## config.mk

```make
export PLATFORM = sky130hd
export DESIGN_NAME = phys_reg_free_list
export DESIGN_NICKNAME = d
export VERILOG_FILES = /design/src/rtl/phys_reg_free_list_pkg.sv /design/src/rtl/phys_reg_free_list_checker.sv /design/src/rtl/phys_reg_free_list_lane_compactor.sv /design/src/rtl/phys_reg_free_list.sv
export SDC_FILE = /design/constraint.sdc
export NUM_CORES = 1
export LEC_CHECK = 0
export ABC_AREA = 1
export ABC_CLOCK_PERIOD_IN_PS = 9200
export CAP_MARGIN = 20
export CORE_MARGIN = 1.5
export CORE_UTILIZATION = 46
export CTS_BUF_LIST = sky130_fd_sc_hd__clkbuf_16
export CTS_CLUSTER_DIAMETER = 40
export DETAILED_ROUTE_END_ITERATION = 8
export HOLD_SLACK_MARGIN = 0.03
export PLACE_DENSITY = 0.69
export SLEW_MARGIN = 5
export SYNTH_ARGS = -nofsm -noshare
export SYNTH_HDL_FRONTEND = slang
export SYNTH_SLANG_ARGS = --single-unit
```

## constraint.sdc

```tcl
create_clock -name clk -period 9.2 [get_ports clk]
set_input_delay 2.76 -clock clk [delete_from_list [all_inputs] [get_ports clk]]
set_output_delay 2.76 -clock clk [all_outputs]
set_load 0.005 [all_outputs]
```

## src/rtl/phys_reg_free_list_pkg.sv

```systemverilog
// Shared sizing and types for the physical register free list.
package FreeListTypes;

  localparam int PREG_NUM_DEFAULT = 64;
  localparam int LREG_NUM_DEFAULT = 32;
  localparam int FREE_LIST_CAP    = PREG_NUM_DEFAULT - LREG_NUM_DEFAULT;

  typedef logic [$clog2(PREG_NUM_DEFAULT)-1:0] PRegNumPath;
  typedef logic [$clog2(FREE_LIST_CAP)-1:0]    FreeListIndexPath;
  typedef logic [$clog2(FREE_LIST_CAP+1)-1:0]  FreeListCountPath;

  typedef struct packed {
    PRegNumPath pReg;
  } FreeListEntry;

endpackage

```

## src/rtl/phys_reg_free_list_checker.sv

```systemverilog
// Protocol assertions for the free list: pop overrun, push overflow and
// (when enabled) duplicate release.
module phys_reg_free_list_checker #(
  parameter int CW  = 6,
  parameter int POW = 2,
  parameter int PUW = 2,
  parameter int CAP = 32
) (
  input logic          clk,
  input logic          rst,
  input logic [POW-1:0] i_popRaw,
  input logic [CW:0]    i_popNum,
  input logic [PUW-1:0] i_pushRaw,
  input logic [CW-1:0]  i_count,
  input logic           i_dupEvent
);

  a_pop_overrun: assert property (@(posedge clk) disable iff (!rst)
    (CW+1)'(i_popRaw) <= {1'b0, i_count});

  a_push_overflow: assert property (@(posedge clk) disable iff (!rst)
    ({1'b0, i_count} + (CW+1)'(i_pushRaw) - i_popNum) <= (CW+1)'(CAP));

  a_double_free: assert property (@(posedge clk) disable iff (!rst)
    !i_dupEvent);

endmodule

```

## src/rtl/phys_reg_free_list_lane_compactor.sv

```systemverilog
// Turns a sparse lane-valid mask into per-lane slot offsets (number of valid
// lanes below each lane) and the total number of valid lanes.
module free_list_lane_compactor #(
  parameter  int WIDTH = 2,
  localparam int OW    = $clog2(WIDTH + 1)
) (
  input  logic [WIDTH-1:0]         i_valid,
  output logic [WIDTH-1:0][OW-1:0] o_offset,
  output logic [OW-1:0]            o_count
);

  logic [OW-1:0] w_acc;

  // Running prefix count of valid lanes.
  always_comb begin
    w_acc    = '0;
    o_offset = '0;
    for (int i = 0; i < WIDTH; i++) begin
      o_offset[i] = w_acc;
      w_acc       = w_acc + OW'(i_valid[i]);
    end
    o_count = w_acc;
  end

endmodule

```

## src/rtl/phys_reg_free_list.sv

```systemverilog
// Circular free list of physical registers feeding rename, refilled by the
// committer's release lanes. Optional duplicate-release tracking is built
// when RSD_FREE_LIST_DOUBLE_FREE_CHECK_EN is defined.
module phys_reg_free_list
  import FreeListTypes::*;
#(
  parameter  int PREG_NUM   = PREG_NUM_DEFAULT,
  parameter  int LREG_NUM   = LREG_NUM_DEFAULT,
  parameter  int PUSH_WIDTH = 2,
  parameter  int POP_WIDTH  = 2,
  localparam int CAP        = PREG_NUM - LREG_NUM,
  localparam int PW         = $clog2(PREG_NUM),
  localparam int CW         = $clog2(CAP + 1)
) (
  input  logic                           clk,
  input  logic                           rst,
  input  logic [PUSH_WIDTH-1:0]          releaseReg,
  input  logic [PUSH_WIDTH-1:0][PW-1:0]  phyReleasedReg,
  input  logic [POP_WIDTH-1:0]           allocReq,
  output logic [POP_WIDTH-1:0][PW-1:0]   allocRegNum,
  output logic [CW-1:0]                  freeNum,
  output logic                           allocStall,
  output logic                           doubleFree
);

  localparam int IW  = (CAP > 1) ? $clog2(CAP) : 1;
  localparam int PUW = $clog2(PUSH_WIDTH + 1);
  localparam int POW = $clog2(POP_WIDTH + 1);
  localparam logic [IW:0] CAP_IDX = (IW+1)'(CAP);
  localparam logic [CW:0] CAP_CNT = (CW+1)'(CAP);

  logic [PW-1:0] r_entry [CAP];
  logic [IW-1:0] r_head;
  logic [IW-1:0] r_tail;
  logic [CW-1:0] r_count;
  logic          r_allocStall;

  logic [POP_WIDTH-1:0][POW-1:0]  w_popOff;
  logic [POW-1:0]                 w_popRaw;
  logic [PUSH_WIDTH-1:0][PUW-1:0] w_pushOff;
  logic [PUW-1:0]                 w_pushRaw;
  logic [CW:0]                    w_popNum;
  logic [CW:0]                    w_countSum;
  logic [CW:0]                    w_countNext;
  logic                           w_pushOk;
  logic [IW:0]                    w_pushAdv;
  logic [PUSH_WIDTH-1:0][IW-1:0]  w_wrIdx;
  logic                           w_dupEvent;

  // Pointer arithmetic modulo CAP; CAP need not be a power of two.
  function automatic logic [IW-1:0] wrap_add(input logic [IW-1:0] base, input logic [IW:0] off);
    logic [IW:0] sum;
    sum = {1'b0, base} + off;
    return (sum >= CAP_IDX) ? IW'(sum - CAP_IDX) : IW'(sum);
  endfunction

  free_list_lane_compactor #(.WIDTH(POP_WIDTH)) u_pop_compactor (
    .i_valid  (allocReq),
    .o_offset (w_popOff),
    .o_count  (w_popRaw)
  );

  free_list_lane_compactor #(.WIDTH(PUSH_WIDTH)) u_push_compactor (
    .i_valid  (releaseReg),
    .o_offset (w_pushOff),
    .o_count  (w_pushRaw)
  );

  // Pop clamps to the available count; a push that would overflow is dropped.
  always_comb begin
    w_popNum    = ((CW+1)'(w_popRaw) > {1'b0, r_count}) ? {1'b0, r_count} : (CW+1)'(w_popRaw);
    w_countSum  = {1'b0, r_count} + (CW+1)'(w_pushRaw) - w_popNum;
    w_pushOk    = (w_countSum <= CAP_CNT);
    w_countNext = w_pushOk ? w_countSum : ({1'b0, r_count} - w_popNum);
    w_pushAdv   = w_pushOk ? (IW+1)'(w_pushRaw) : '0;
    for (int i = 0; i < POP_WIDTH; i++) begin
      allocRegNum[i] = r_entry[wrap_add(r_head, (IW+1)'(w_popOff[i]))];
    end
    for (int k = 0; k < PUSH_WIDTH; k++) begin
      w_wrIdx[k] = wrap_add(r_tail, (IW+1)'(w_pushOff[k]));
    end
  end

  // Entry storage, pointers and count.
  always_ff @(posedge clk) begin
    if (!rst) begin
      for (int i = 0; i < CAP; i++) begin
        r_entry[i] <= PW'(LREG_NUM + i);
      end
      r_head       <= '0;
      r_tail       <= '0;
      r_count      <= CW'(CAP);
      r_allocStall <= 1'b0;
    end else begin
      for (int k = 0; k < PUSH_WIDTH; k++) begin
        if (w_pushOk && releaseReg[k]) begin
          r_entry[w_wrIdx[k]] <= phyReleasedReg[k];
        end
      end
      r_head       <= wrap_add(r_head, (IW+1)'(w_popNum));
      r_tail       <= wrap_add(r_tail, w_pushAdv);
      r_count      <= w_countNext[CW-1:0];
      r_allocStall <= (w_countNext < (CW+1)'(POP_WIDTH));
    end
  end

  assign freeNum    = r_count;
  assign allocStall = r_allocStall;

`ifdef RSD_FREE_LIST_DOUBLE_FREE_CHECK_EN
  logic [PREG_NUM-1:0] r_freeMask;
  logic [PREG_NUM-1:0] w_maskNext;
  logic                r_doubleFree;
  logic [POP_WIDTH-1:0] w_popServed;

  // Track which registers are free; flag a release of an already-free register.
  always_comb begin
    w_maskNext = r_freeMask;
    w_dupEvent = 1'b0;
    for (int i = 0; i < POP_WIDTH; i++) begin
      w_popServed[i] = allocReq[i] && ((CW+1)'(w_popOff[i]) < w_popNum);
      w_maskNext[allocRegNum[i]] = w_popServed[i] ? 1'b0 : w_maskNext[allocRegNum[i]];
    end
    for (int k = 0; k < PUSH_WIDTH; k++) begin
      w_dupEvent = w_dupEvent | (releaseReg[k] && r_freeMask[phyReleasedReg[k]]);
      for (int j = 0; j < k; j++) begin
        w_dupEvent = w_dupEvent |
          (releaseReg[k] && releaseReg[j] && (phyReleasedReg[j] == phyReleasedReg[k]));
      end
      w_maskNext[phyReleasedReg[k]] =
        (w_pushOk && releaseReg[k]) ? 1'b1 : w_maskNext[phyReleasedReg[k]];
    end
  end

  // Free mask and sticky double-free flag.
  always_ff @(posedge clk) begin
    if (!rst) begin
      for (int r = 0; r < PREG_NUM; r++) begin
        r_freeMask[r] <= (r >= LREG_NUM) ? 1'b1 : 1'b0;
      end
      r_doubleFree <= 1'b0;
    end else begin
      r_freeMask   <= w_maskNext;
      r_doubleFree <= r_doubleFree | w_dupEvent;
    end
  end

  assign doubleFree = r_doubleFree;
`else
  assign w_dupEvent = 1'b0;
  assign doubleFree = 1'b0;
`endif

  phys_reg_free_list_checker #(
    .CW  (CW),
    .POW (POW),
    .PUW (PUW),
    .CAP (CAP)
  ) u_checker (
    .clk        (clk),
    .rst        (rst),
    .i_popRaw   (w_popRaw),
    .i_popNum   (w_popNum),
    .i_pushRaw  (w_pushRaw),
    .i_count    (r_count),
    .i_dupEvent (w_dupEvent)
  );

endmodule
```

==> metrics <==
met3 Use GR 8.24%; hold_ws 0.550 ns; register area share after synthesis 41.0%; area of the die 33500 sq um; Yosys cell types 40; Hold Path Class register to register; CTS Sinks 209; # setup viols final 0; worst setup path class primary input to output pin; Root Driver clkbuf_16; fin. max-slew vios 0; Worst-path clk slew 0.05 ns; Synth-to-Final Area Change 13.4%; via/cell ratio 6.27; static leakage 6.56 nW; Max VDD drop 0.199 mV; CTS tree done; Setup Fix Bufs, Post-CTS 0; RSZ-0062 raised after global routing false; DR WL/cell 22.6 microns; layout cell share with drive strength beyond 1 8.29%; most used routing layer met2; routing usage on met2 49.2%; Power Dens Cells 279 nW/um^2; clk_skew 0.0169 ns; H-tree depth 2; Syn. warnings 0; ys flop type edfxtp_1; Avg Cell Area, Syn 7.27 sq um; TritonCTS buffer count 40; I/O pin cnt 38; min cycle time layout 8.89 ns; post-synth top area share 38.7%; ANT nets after route 0; ys async rst share 0%; Die W 183 microns; port buffer count 36; vias in the first global route 13900; largest net degree at the start of global routing 102; initial antenna violation count 0; CP max FO 56; first-pass GRT wire length 83200 microns; Setup crit start kind primary input; Max clock buf depth 3; post-cts gate resize count 0; row count 65; dpl ws 0.397 ns; relative slew slack 29.5%; GRT overflow 0; final hold violation count 0; Synth area leader edfxtp_1; setup ws final 0.307 ns; Nets 2080; routing usage on met1 43.8%; Die Y 183 microns; WL final 55700 microns; Max Clk Rate 112 MHz; Cell Area, Synth 14900 sq um; Final Cycle Share 96.7%; type of destination of the critical path output pin; outcome completed; hold_buf cts 0; Syn Inst Count 2048; Core Region 31700 sq um; number of diodes 0; Iteration-0 DRC Markers 2648; DP HPWL 36300 microns; Worst EP required 6.44 ns; crit path DAT 6.13 ns; Initial Utilization 47.0%; slew at the pin closest to its max-slew limit 1.06 ns; insertion delay to the later sink of the worst-skew pair 0.54 ns; Mapped Nets 2098; Setup TNS 0 ns; Synth Register Bits 209; EDFF count, synth 192; synth top area cells edfxtp_1 (39%), nand2_1 (13%), nor2_1 (9.4%); iteration count of the initial detailed-routing pass 7; DR vias 15500; DRC errors left 0; RePlAce Congestion 0.963; Max-cap violations 0; Global Route Usage Sum 33.0%
[kinds of logic after synthesis]
| logic type | Yosys count | synth area share [%] |
|---|---|---|
| AND/OR/NAND/NOR | 1099 | 30.7 |
| AO/OA/AOI/OAI | 423 | 16.4 |
| buffers and inverters | 251 | 6.83 |
| flip-flops | 209 | 41.0 |
| adder cells (fa/ha/maj) | 32 | 2.94 |
| multiplexers | 22 | 1.48 |
| XOR/XNOR | 11 | 0.647 |
| other | 1 | 0.0252 |
[sequential cells by signal, indices dropped and copies added (netlist names)]
signal / count
r_entry: 192
freeNum: 6
r_head: 5
r_tail: 5
allocStall: 1
[where the power goes]
group	total (mW)	switching [mW]	leakage [nW]	internal (mW)
registers	1.15	0.0540	1.73	1.10
logic	2.07	1.39	4.18	0.680
clock network	1.48	0.544	0.655	0.938
total	4.71	1.99	6.56	2.72
[synthesized netlist by cell type (4+ instances only)]
cell type / n
clkinv_1: 5
buf_2: 9
o21ai_1: 92
ha_1: 27
inv_1: 106
clkbuf_1: 102
nand2_1: 519
buf_4: 4
fa_1: 5
o221ai_1: 55
buf_1: 16
nor3_1: 7
o21ai_0: 192
nor2_2: 10
o211ai_1: 27
nand4_2: 5
nand3_1: 119
buf_6: 5
nor2_1: 374
xor2_1: 8
o22ai_1: 8
nand2_2: 22
a31oi_1: 6
mux2i_1: 22
a21oi_1: 34
dfxtp_1: 17
a2bb2oi_1: 6
nand4_1: 27
edfxtp_1: 192
nand3_2: 11
[final cells by class]
type	count	area (sq um)
clock buffers	41	1030
clock inverters	33	329
fillers	2956	14800
inverters	114	428
multi-input cells	1588	7800
flip-flops and latches	209	6110
well taps	402	503
repair buffers	77	701
[per-layer routing]
metal	vias to the layer above	share of wire [%]
met5	-	0
met4	0	6.4
met3	258	12
met2	1120	42
met1	7132	39
li1	6950	-
[per-stage QoR]
step | total power [mW] | utilization [%] | cells | area [sq um]
2_1_floorplan | 2.48 | - | 2048 | 14900
3_3_place_gp | 3.14 | 49.0 | 2390 | 15500
3_5_place_dp | 3.17 | 49.0 | 2390 | 15500
4_1_cts | 4.65 | 53.3 | 2464 | 16900
5_1_grt | 4.92 | 53.3 | 2464 | 16900
6_report | 4.71 | 53.3 | 2464 | 16900
[layout by cell type, fill, tap and decap left out, types with 10 or more instances in the layout]
cell / netlist / final
nand2_2: 22 / 22
dfxtp_1: 17 / 16
nor2_2: 10 / 10
clkdlybuf4s50_1: 0 / 35
a21oi_1: 34 / 34
o211ai_1: 27 / 27
ha_1: 27 / 25
o21ai_1: 92 / 92
o221ai_1: 55 / 55
clkbuf_16: 0 / 41
nor2_1: 374 / 374
nand4_1: 27 / 27
nand3_2: 11 / 11
o21ai_0: 192 / 192
clkinv_1: 5 / 10
buf_4: 4 / 38
edfxtp_1: 192 / 192
mux2i_1: 22 / 22
nand3_1: 119 / 119
nand2_1: 519 / 519
inv_1: 106 / 104
[worst paths after layout]
| path | from | end | slack [ns] | depth (start not counted) |
|---|---|---|---|---|
| worst max-delay path | allocReq[0] | allocRegNum[8] | 0.31 | 11 |
| worst min-delay path | r_tail[3] | r_tail[3] | 0.55 | 1 |
| worst max register to register | freeNum[1] | r_entry[19][4] | 3.52 | 20 |
| worst min register to register | r_tail[3] | r_tail[3] | 0.55 | 1 |
[worst max-delay path: stages]
cell             delay, ns
clkdlybuf4s50_1       0.54
ha_4                  0.23
ha_2                  0.81
buf_12                0.32
o21ai_0               0.13
o221ai_1              0.22
nand3_1               0.15
nand2_1               0.14
nand2_1               0.05
o21ai_0               0.16
clkdlybuf4s50_1       0.60
No activity file was read; power rests on OpenSTA's default activity.
